==> src/rtl/menu_pkg.sv <==
// Shared definitions for the photobooth menu controller.
//   stage_t      : menu stage encoding, matches the 2-bit stage output
//   DEF_*        : default option counts, layout and timeout
//   BTN_*        : bit positions of the buttons in the packed button vector
package menu_pkg;

  typedef enum logic [1:0] {
    ST_IDLE   = 2'd0,
    ST_FILTER = 2'd1,
    ST_THRESH = 2'd2,
    ST_DONE   = 2'd3
  } stage_t;

  localparam int DEF_NUM_FILTERS    = 6;
  localparam int DEF_FILTER_COLS    = 3;
  localparam int DEF_NUM_THRESH     = 4;
  localparam int DEF_FX0            = 120;
  localparam int DEF_FX_STEP        = 340;
  localparam int DEF_FY0            = 334;
  localparam int DEF_TX0            = 78;
  localparam int DEF_TX_STEP        = 256;
  localparam int DEF_TY0            = 560;
  localparam int DEF_TIMEOUT_CYCLES = 0;

  localparam int BTN_L = 2;
  localparam int BTN_M = 1;
  localparam int BTN_R = 0;

endpackage

==> src/rtl/wrap_index_ctr.sv <==
// Wrapping up/down index counter with incremental row/column tracking.
//   clk_i, rst_i : clock, asynchronous active-high reset
//   inc_i        : step forward, N-1 wraps to 0
//   dec_i        : step backward, 0 wraps to N-1 (inc_i wins if both set)
//   idx_o        : linear index
//   row_o, col_o : grid position for COLS options per row (COLS=0: one row)
module wrap_index_ctr #(
  parameter  int N    = 4,
  parameter  int COLS = 0,
  localparam int IW   = (N > 1) ? $clog2(N) : 1,
  localparam int C    = (COLS > 0) ? COLS : N,
  localparam int CW   = (C > 1) ? $clog2(C) : 1,
  localparam int ROWS = (N + C - 1) / C,
  localparam int RW   = (ROWS > 1) ? $clog2(ROWS) : 1
) (
  input  logic          clk_i,
  input  logic          rst_i,
  input  logic          inc_i,
  input  logic          dec_i,
  output logic [IW-1:0] idx_o,
  output logic [RW-1:0] row_o,
  output logic [CW-1:0] col_o
);

  // Grid position of the last option, resolved at elaboration time.
  localparam int LAST_ROW = (N - 1) / C;
  localparam int LAST_COL = (N - 1) % C;

  logic [IW-1:0] idx_q, idx_d;
  logic [RW-1:0] row_q, row_d;
  logic [CW-1:0] col_q, col_d;

  always_comb begin
    idx_d = idx_q;
    row_d = row_q;
    col_d = col_q;
    if (inc_i) begin
      if (idx_q == IW'(N - 1)) begin
        idx_d = '0;
        row_d = '0;
        col_d = '0;
      end else begin
        idx_d = idx_q + IW'(1);
        if (col_q == CW'(C - 1)) begin
          col_d = '0;
          row_d = row_q + RW'(1);
        end else begin
          col_d = col_q + CW'(1);
        end
      end
    end else if (dec_i) begin
      if (idx_q == '0) begin
        idx_d = IW'(N - 1);
        row_d = RW'(LAST_ROW);
        col_d = CW'(LAST_COL);
      end else begin
        idx_d = idx_q - IW'(1);
        if (col_q == '0) begin
          col_d = CW'(C - 1);
          row_d = row_q - RW'(1);
        end else begin
          col_d = col_q - CW'(1);
        end
      end
    end
  end

  always_ff @(posedge clk_i or posedge rst_i) begin
    if (rst_i) begin
      idx_q <= '0;
      row_q <= '0;
      col_q <= '0;
    end else begin
      idx_q <= idx_d;
      row_q <= row_d;
      col_q <= col_d;
    end
  end

  assign idx_o = idx_q;
  assign row_o = row_q;
  assign col_o = col_q;

endmodule

==> src/rtl/menu_select_ctrl.sv <==
// Photobooth menu controller: IDLE -> FILTER -> THRESH -> DONE selection flow
// driven by left/middle/right button levels, with arrow cursor placement.
//   clk_in, rst_in         : pixel clock, asynchronous active-high reset
//   sw_state               : allows leaving IDLE
//   left_in/middle_in/right_in : debounced button levels
//   stage_out              : 0 IDLE, 1 FILTER, 2 THRESH, 3 DONE
//   filter_select_out      : current filter index
//   threshold_select_out   : current threshold index
//   cursor_x_out/_y_out    : arrow sprite position
//   cursor_up_out          : 1 up-arrow, 0 down-arrow
//   config_valid_out       : high while in DONE
//   config_strobe_out      : one-cycle pulse on each entry to DONE
module menu_select_ctrl
  import menu_pkg::*;
#(
  parameter int NUM_FILTERS    = DEF_NUM_FILTERS,
  parameter int FILTER_COLS    = DEF_FILTER_COLS,
  parameter int NUM_THRESH     = DEF_NUM_THRESH,
  parameter int FX0            = DEF_FX0,
  parameter int FX_STEP        = DEF_FX_STEP,
  parameter int FY0            = DEF_FY0,
  parameter int TX0            = DEF_TX0,
  parameter int TX_STEP        = DEF_TX_STEP,
  parameter int TY0            = DEF_TY0,
  parameter int TIMEOUT_CYCLES = DEF_TIMEOUT_CYCLES
) (
  input  logic                          clk_in,
  input  logic                          rst_in,
  input  logic                          sw_state,
  input  logic                          left_in,
  input  logic                          middle_in,
  input  logic                          right_in,
  output logic [1:0]                    stage_out,
  output logic [$clog2(NUM_FILTERS)-1:0] filter_select_out,
  output logic [$clog2(NUM_THRESH)-1:0]  threshold_select_out,
  output logic [10:0]                   cursor_x_out,
  output logic [9:0]                    cursor_y_out,
  output logic                          cursor_up_out,
  output logic                          config_valid_out,
  output logic                          config_strobe_out
);

  localparam int FW    = $clog2(NUM_FILTERS);
  localparam int TW    = $clog2(NUM_THRESH);
  localparam int FCW   = (FILTER_COLS > 1) ? $clog2(FILTER_COLS) : 1;
  localparam int FROWS = (NUM_FILTERS + FILTER_COLS - 1) / FILTER_COLS;
  localparam int FRW   = (FROWS > 1) ? $clog2(FROWS) : 1;
  localparam int TO_W  = (TIMEOUT_CYCLES > 1) ? $clog2(TIMEOUT_CYCLES) : 1;
  localparam int TO_LAST = (TIMEOUT_CYCLES > 0) ? TIMEOUT_CYCLES - 1 : 0;

  // Button edge detection, packed as {left, middle, right}.
  logic [2:0] prev_q, click_q;

  always_ff @(posedge clk_in or posedge rst_in) begin
    if (rst_in) begin
      prev_q  <= '0;
      click_q <= '0;
    end else begin
      prev_q  <= {left_in, middle_in, right_in};
      click_q <= {left_in, middle_in, right_in} & ~prev_q;
    end
  end

  // Middle beats BACK (left+right together), BACK beats single moves.
  logic mid_c, back_c, mv_r, mv_l, any_c;
  assign mid_c  = click_q[BTN_M];
  assign back_c = click_q[BTN_L] & click_q[BTN_R];
  assign mv_r   = ~mid_c & click_q[BTN_R] & ~click_q[BTN_L];
  assign mv_l   = ~mid_c & click_q[BTN_L] & ~click_q[BTN_R];
  assign any_c  = |click_q;

  stage_t          stage_q, stage_d;
  logic            valid_q, strobe_q;
  logic [TO_W-1:0] to_cnt_q;
  logic            active, timeout_hit;

  assign active      = (stage_q == ST_FILTER) || (stage_q == ST_THRESH);
  assign timeout_hit = (TIMEOUT_CYCLES > 0) && active && !any_c &&
                       (to_cnt_q == TO_W'(TO_LAST));

  always_comb begin
    stage_d = stage_q;
    case (stage_q)
      ST_IDLE:   if (mid_c && sw_state) stage_d = ST_FILTER;
      ST_FILTER: begin
        if (mid_c)            stage_d = ST_THRESH;
        else if (back_c)      stage_d = ST_IDLE;
        else if (timeout_hit) stage_d = ST_DONE;
      end
      ST_THRESH: begin
        if (mid_c)            stage_d = ST_DONE;
        else if (back_c)      stage_d = ST_FILTER;
        else if (timeout_hit) stage_d = ST_DONE;
      end
      ST_DONE: begin
        if (mid_c)            stage_d = ST_FILTER;
        else if (back_c)      stage_d = ST_THRESH;
      end
      default:                stage_d = ST_IDLE;
    endcase
  end

  always_ff @(posedge clk_in or posedge rst_in) begin
    if (rst_in) begin
      stage_q  <= ST_IDLE;
      valid_q  <= 1'b0;
      strobe_q <= 1'b0;
      to_cnt_q <= '0;
    end else begin
      stage_q  <= stage_d;
      valid_q  <= (stage_d == ST_DONE);
      strobe_q <= (stage_d == ST_DONE) && (stage_q != ST_DONE);
      if (TIMEOUT_CYCLES == 0 || !active || any_c || stage_d != stage_q)
        to_cnt_q <= '0;
      else
        to_cnt_q <= to_cnt_q + TO_W'(1);
    end
  end

  // Index counters only move while their own stage is active.
  logic [FW-1:0]  f_idx;
  logic [FRW-1:0] f_row;
  logic [FCW-1:0] f_col;
  logic [TW-1:0]  t_idx;
  logic           t_row;
  logic [TW-1:0]  t_col;

  wrap_index_ctr #(.N(NUM_FILTERS), .COLS(FILTER_COLS)) u_filter_ctr (
    .clk_i (clk_in),
    .rst_i (rst_in),
    .inc_i ((stage_q == ST_FILTER) && mv_r),
    .dec_i ((stage_q == ST_FILTER) && mv_l),
    .idx_o (f_idx),
    .row_o (f_row),
    .col_o (f_col)
  );

  wrap_index_ctr #(.N(NUM_THRESH), .COLS(0)) u_thresh_ctr (
    .clk_i (clk_in),
    .rst_i (rst_in),
    .inc_i ((stage_q == ST_THRESH) && mv_r),
    .dec_i ((stage_q == ST_THRESH) && mv_l),
    .idx_o (t_idx),
    .row_o (t_row),
    .col_o (t_col)
  );

  // Threshold menu is a single row; its row/col views are redundant.
  logic unused_t_grid;
  assign unused_t_grid = ^{t_row, t_col};

  // Cursor follows the registered indices, so it lags them by one cycle.
  logic [10:0] cur_x_q;
  logic [9:0]  cur_y_q;
  logic        cur_up_q;
  logic [10:0] f_x, t_x;

  assign f_x = 11'(FX0) + 11'(f_col) * 11'(FX_STEP);
  assign t_x = 11'(TX0) + 11'(t_idx) * 11'(TX_STEP);

  always_ff @(posedge clk_in or posedge rst_in) begin
    if (rst_in) begin
      cur_x_q  <= 11'(FX0);
      cur_y_q  <= 10'(FY0);
      cur_up_q <= 1'b1;
    end else begin
      case (stage_q)
        ST_FILTER: begin
          cur_x_q  <= f_x;
          cur_y_q  <= 10'(FY0);
          cur_up_q <= (f_row == '0);
        end
        ST_THRESH: begin
          cur_x_q  <= t_x;
          cur_y_q  <= 10'(TY0);
          cur_up_q <= 1'b1;
        end
        default: ;
      endcase
    end
  end

  assign stage_out            = stage_q;
  assign filter_select_out    = f_idx;
  assign threshold_select_out = t_idx;
  assign cursor_x_out         = cur_x_q;
  assign cursor_y_out         = cur_y_q;
  assign cursor_up_out        = cur_up_q;
  assign config_valid_out     = valid_q;
  assign config_strobe_out    = strobe_q;

endmodule

==> config.mk <==
export PLATFORM = sky130hd
export DESIGN_NAME = menu_select_ctrl
export DESIGN_NICKNAME = d
export VERILOG_FILES = /design/src/rtl/menu_pkg.sv /design/src/rtl/wrap_index_ctr.sv /design/src/rtl/menu_select_ctrl.sv
export SDC_FILE = /design/constraint.sdc
export NUM_CORES = 1
export LEC_CHECK = 0
export CORE_MARGIN = 2
export CORE_UTILIZATION = 55
export CTS_CLUSTER_DIAMETER = 30
export DETAILED_ROUTE_END_ITERATION = 8
export GPL_TIMING_DRIVEN = 0
export MAX_ROUTING_LAYER = met4
export PLACE_DENSITY = 0.85
export SYNTH_ARGS = -nofsm -noshare
export SYNTH_HDL_FRONTEND = slang
export SYNTH_SLANG_ARGS = --single-unit
==> constraint.sdc <==
create_clock -name clk_in -period 4.5 [get_ports clk_in]
set_clock_uncertainty 0.15 [all_clocks]
set_input_delay 1.35 -clock clk_in [delete_from_list [all_inputs] [get_ports clk_in]]
set_output_delay 1.35 -clock clk_in [all_outputs]
set_load 0.1 [all_outputs]
==> results.json <==
{
  "outcome": "finished clean",
  "r2r_slack_ps": 2070,
  "rsz0062_at_grt": "false",
  "io-pin-count": 37,
  "core_um2": 3080,
  "cts_hold_buf": 0,
  "setup_tns_ps": 0,
  "antenna_found_initial": 0,
  "nets": 240,
  "cp-start-kind": "register",
  "period_minus_slack_ps": 3630,
  "r2r-start": "stage_out[1]$_DFF_PP0_",
  "grt_max_degree": 31,
  "drive_above_1_share": 0.158,
  "cts_root_buffer": "clkbuf_4",
  "cp.required_ps": 3000,
  "ys_types": 48,
  "synth_area_leaders": "dfrtp_1 (34%), ha_1 (9.1%), dfstp_2 (8.8%)",
  "drt_iter0_drc": 51,
  "fmax_ghz": 0.276,
  "hp-start": "prev_q[2]$_DFF_PP0_",
  "worstPathMaxFanout": 6,
  "die_w_um": 61.0,
  "maxCapViolations": 0,
  "postCtsSetupRepairBufs": 0,
  "place_hpwl_um": 2620,
  "drc": 0,
  "yosysWarnings": 0,
  "post_drt_wl_per_cell_um": 13.4,
  "cts_resized": 0,
  "die_h_um": 61.0,
  "hold_viol_final": 0,
  "nFillCells": 248,
  "worstMarginPinSlew_ps": 1100,
  "grt_use_total": 0.227,
  "grt-ovfl-total": 0,
  "ys_seq_elements": 30,
  "yosys.area.top_type": "dfrtp_1",
  "multiInputGateArea_um2": 837,
  "synth_edf_count": 0,
  "mappedNetlistArea_um2": 1780,
  "initial_utilization": 0.580,
  "clock_path_buffers": 2,
  "cp_data_arrival_time_ps": 2130,
  "cts_inserted_buffers": 5,
  "seqCellArea_um2": 758,
  "final_util": 0.723,
  "report.final.setup_viol": 0,
  "first_pass_iters": 4,
  "syn_avg_cell_area_um2": 9.97,
  "ant_nets": 0,
  "synth_ff_type": "dfrtp_1",
  "holdCritPathClass": "register to register",
  "routed_wirelength_um": 3570,
  "syn2layout_area_growth_pct": 24.8,
  "h-tree-depth": 2,
  "crit_path_end_kind": "output pin",
  "place_congestion": 0.914,
  "tritoncts": "yes",
  "clock_latency_ps": 340,
  "antennaDiodeCount": 0,
  "r2r_end": "u_filter_ctr.row_o$_DFFE_PP0P_",
  "holdPathStages": 1,
  "clk_pin_slew_ps": 100,
  "crit_type": "register to output pin",
  "synth-seq-area-share": 0.425,
  "grt_pass1_vias": 1327,
  "portBuffers": 33,
  "vias_per_cell": 5.36,
  "clkSinkCount": 30,
  "post-route-period-util": 0.806,
  "synth_top_area_share": 0.337,
  "ys_async_sr_fraction": 1.00,
  "rows": 20,
  "die-area_um2": 3720,
  "r2r_cells": 7,
  "worstHoldEndpoint": "click_q[2]$_DFF_PP0_",
  "slew_viol_final": 0,
  "syn_inst": 179,
  "vias": 1427,
  "slew_headroom": 0.266,
  "grt_pass1_wl_um": 5890
}
==> sequential cells by signal (all words and copies together), names as in the netlist <==
name	cells
cursor_x_out	10
click_q	3
prev_q	3
u_filter_ctr.idx_o	3
stage_out	2
u_filter_ctr.col_o	2
u_thresh_ctr.idx_o	2
config_strobe_out	1
config_valid_out	1
cursor_up_out	1
cursor_y_out	1
u_filter_ctr.row_o	1
==> synthesized netlist by cell type, types with 2 or more instances <==
library cell	number
clkbuf_1	5
buf_4	10
o22ai_1	4
o21ai_0	7
buf_6	2
o31a_1	3
ha_1	13
dfstp_2	6
nand2b_1	2
a21oi_1	13
dfrtp_1	24
buf_2	4
and2b_1	2
o31ai_1	3
mux2i_1	4
nor3_1	3
and3_1	2
nand2_1	9
mux2_2	2
o22a_1	3
or3_1	3
nor2b_1	7
inv_1	15
a21boi_0	2
nor2_1	8
==> stage by stage <==
step           cells  instance area (um2)  worst slack, ps  hold WS [ps]
3_3_place_gp     258                 2180             1230           234
2_1_floorplan    181                 1790             1630           228
6_report         266                 2230              871           233
5_1_grt          266                 2230              814           242
3_5_place_dp     258                 2180             1210           242
4_1_cts          266                 2230              847           244
==> critical path: stages (launching register included) <==
cell and delay [ps]:
dfstp_2 570, buf_4 110, clkdlybuf4s50_1 1120
==> layer usage <==
layer	wire, um	share of wire	track usage	vias to the layer above
met5	0	0	-	-
met2	1870	0.52	0.393	54
met4	82	0.023	0.0994	0
met1	1440	0.40	0.238	672
met3	175	0.049	0.0640	11
li1	-	-	-	690
==> cells by family (layout without fill, tap and decap cells) <==
logic type / Yosys count / count (layout) / synth area share
compound gates: 45 / 45 / 0.172
xor+xnor: 1 / 1 / 0.00491
fa+ha+maj: 13 / 13 / 0.0912
buf+inv: 37 / 78 / 0.110
flops: 30 / 30 / 0.425
mux: 8 / 8 / 0.0498
other cells: 1 / 3 / 0.00210
simple gates: 44 / 44 / 0.145
==> worst max-delay path by stage <==
stage                                      startpoint              end  slack, ps  cells after the start
after floorplan           cursor_x_out[1]$_DFFE_PP0P_  cursor_y_out[4]       1630                      1
after global placement    cursor_y_out[8]$_DFFE_PP1P_  cursor_y_out[2]       1230                      2
after detailed placement  cursor_y_out[8]$_DFFE_PP1P_  cursor_y_out[2]       1210                      2
after CTS                 cursor_y_out[8]$_DFFE_PP1P_  cursor_y_out[2]        850                      2
after global routing      cursor_y_out[8]$_DFFE_PP1P_  cursor_y_out[3]        810                      2
final                     cursor_y_out[8]$_DFFE_PP1P_  cursor_y_out[2]        870                      2
==> placed cells by master, fill, tap and decap left out, types with 2 or more instances in the layout <==
cell	instances
a21oi_1	13
nand2_1	9
or3_1	3
o31a_1	3
buf_4	10
mux2i_1	4
nor2_1	8
dfrtp_1	24
o31ai_1	3
and3_1	2
o22ai_1	4
buf_6	2
mux2_2	2
nand2b_1	2
clkdlybuf4s50_1	33
inv_1	15
o21ai_0	7
buf_2	4
a21boi_0	2
nor3_1	3
clkbuf_4	5
conb_1	3
and2b_1	2
clkbuf_1	8
dfstp_2	6
nor2b_1	7
ha_1	13
o22a_1	3
==> final cells by class <==
class                      count  share of cell area
clock buffer                   8              0.0219
tap                           44              0.0247
timing repair buffer          33               0.148
inverter                      15              0.0253
sequential                    30               0.341
multi-input combinational    114               0.376
buffer                        22              0.0630
Power is left out: the tool's default activity adds up to more than one toggle a clock period on the data nets, which glitch-free logic cannot reach.
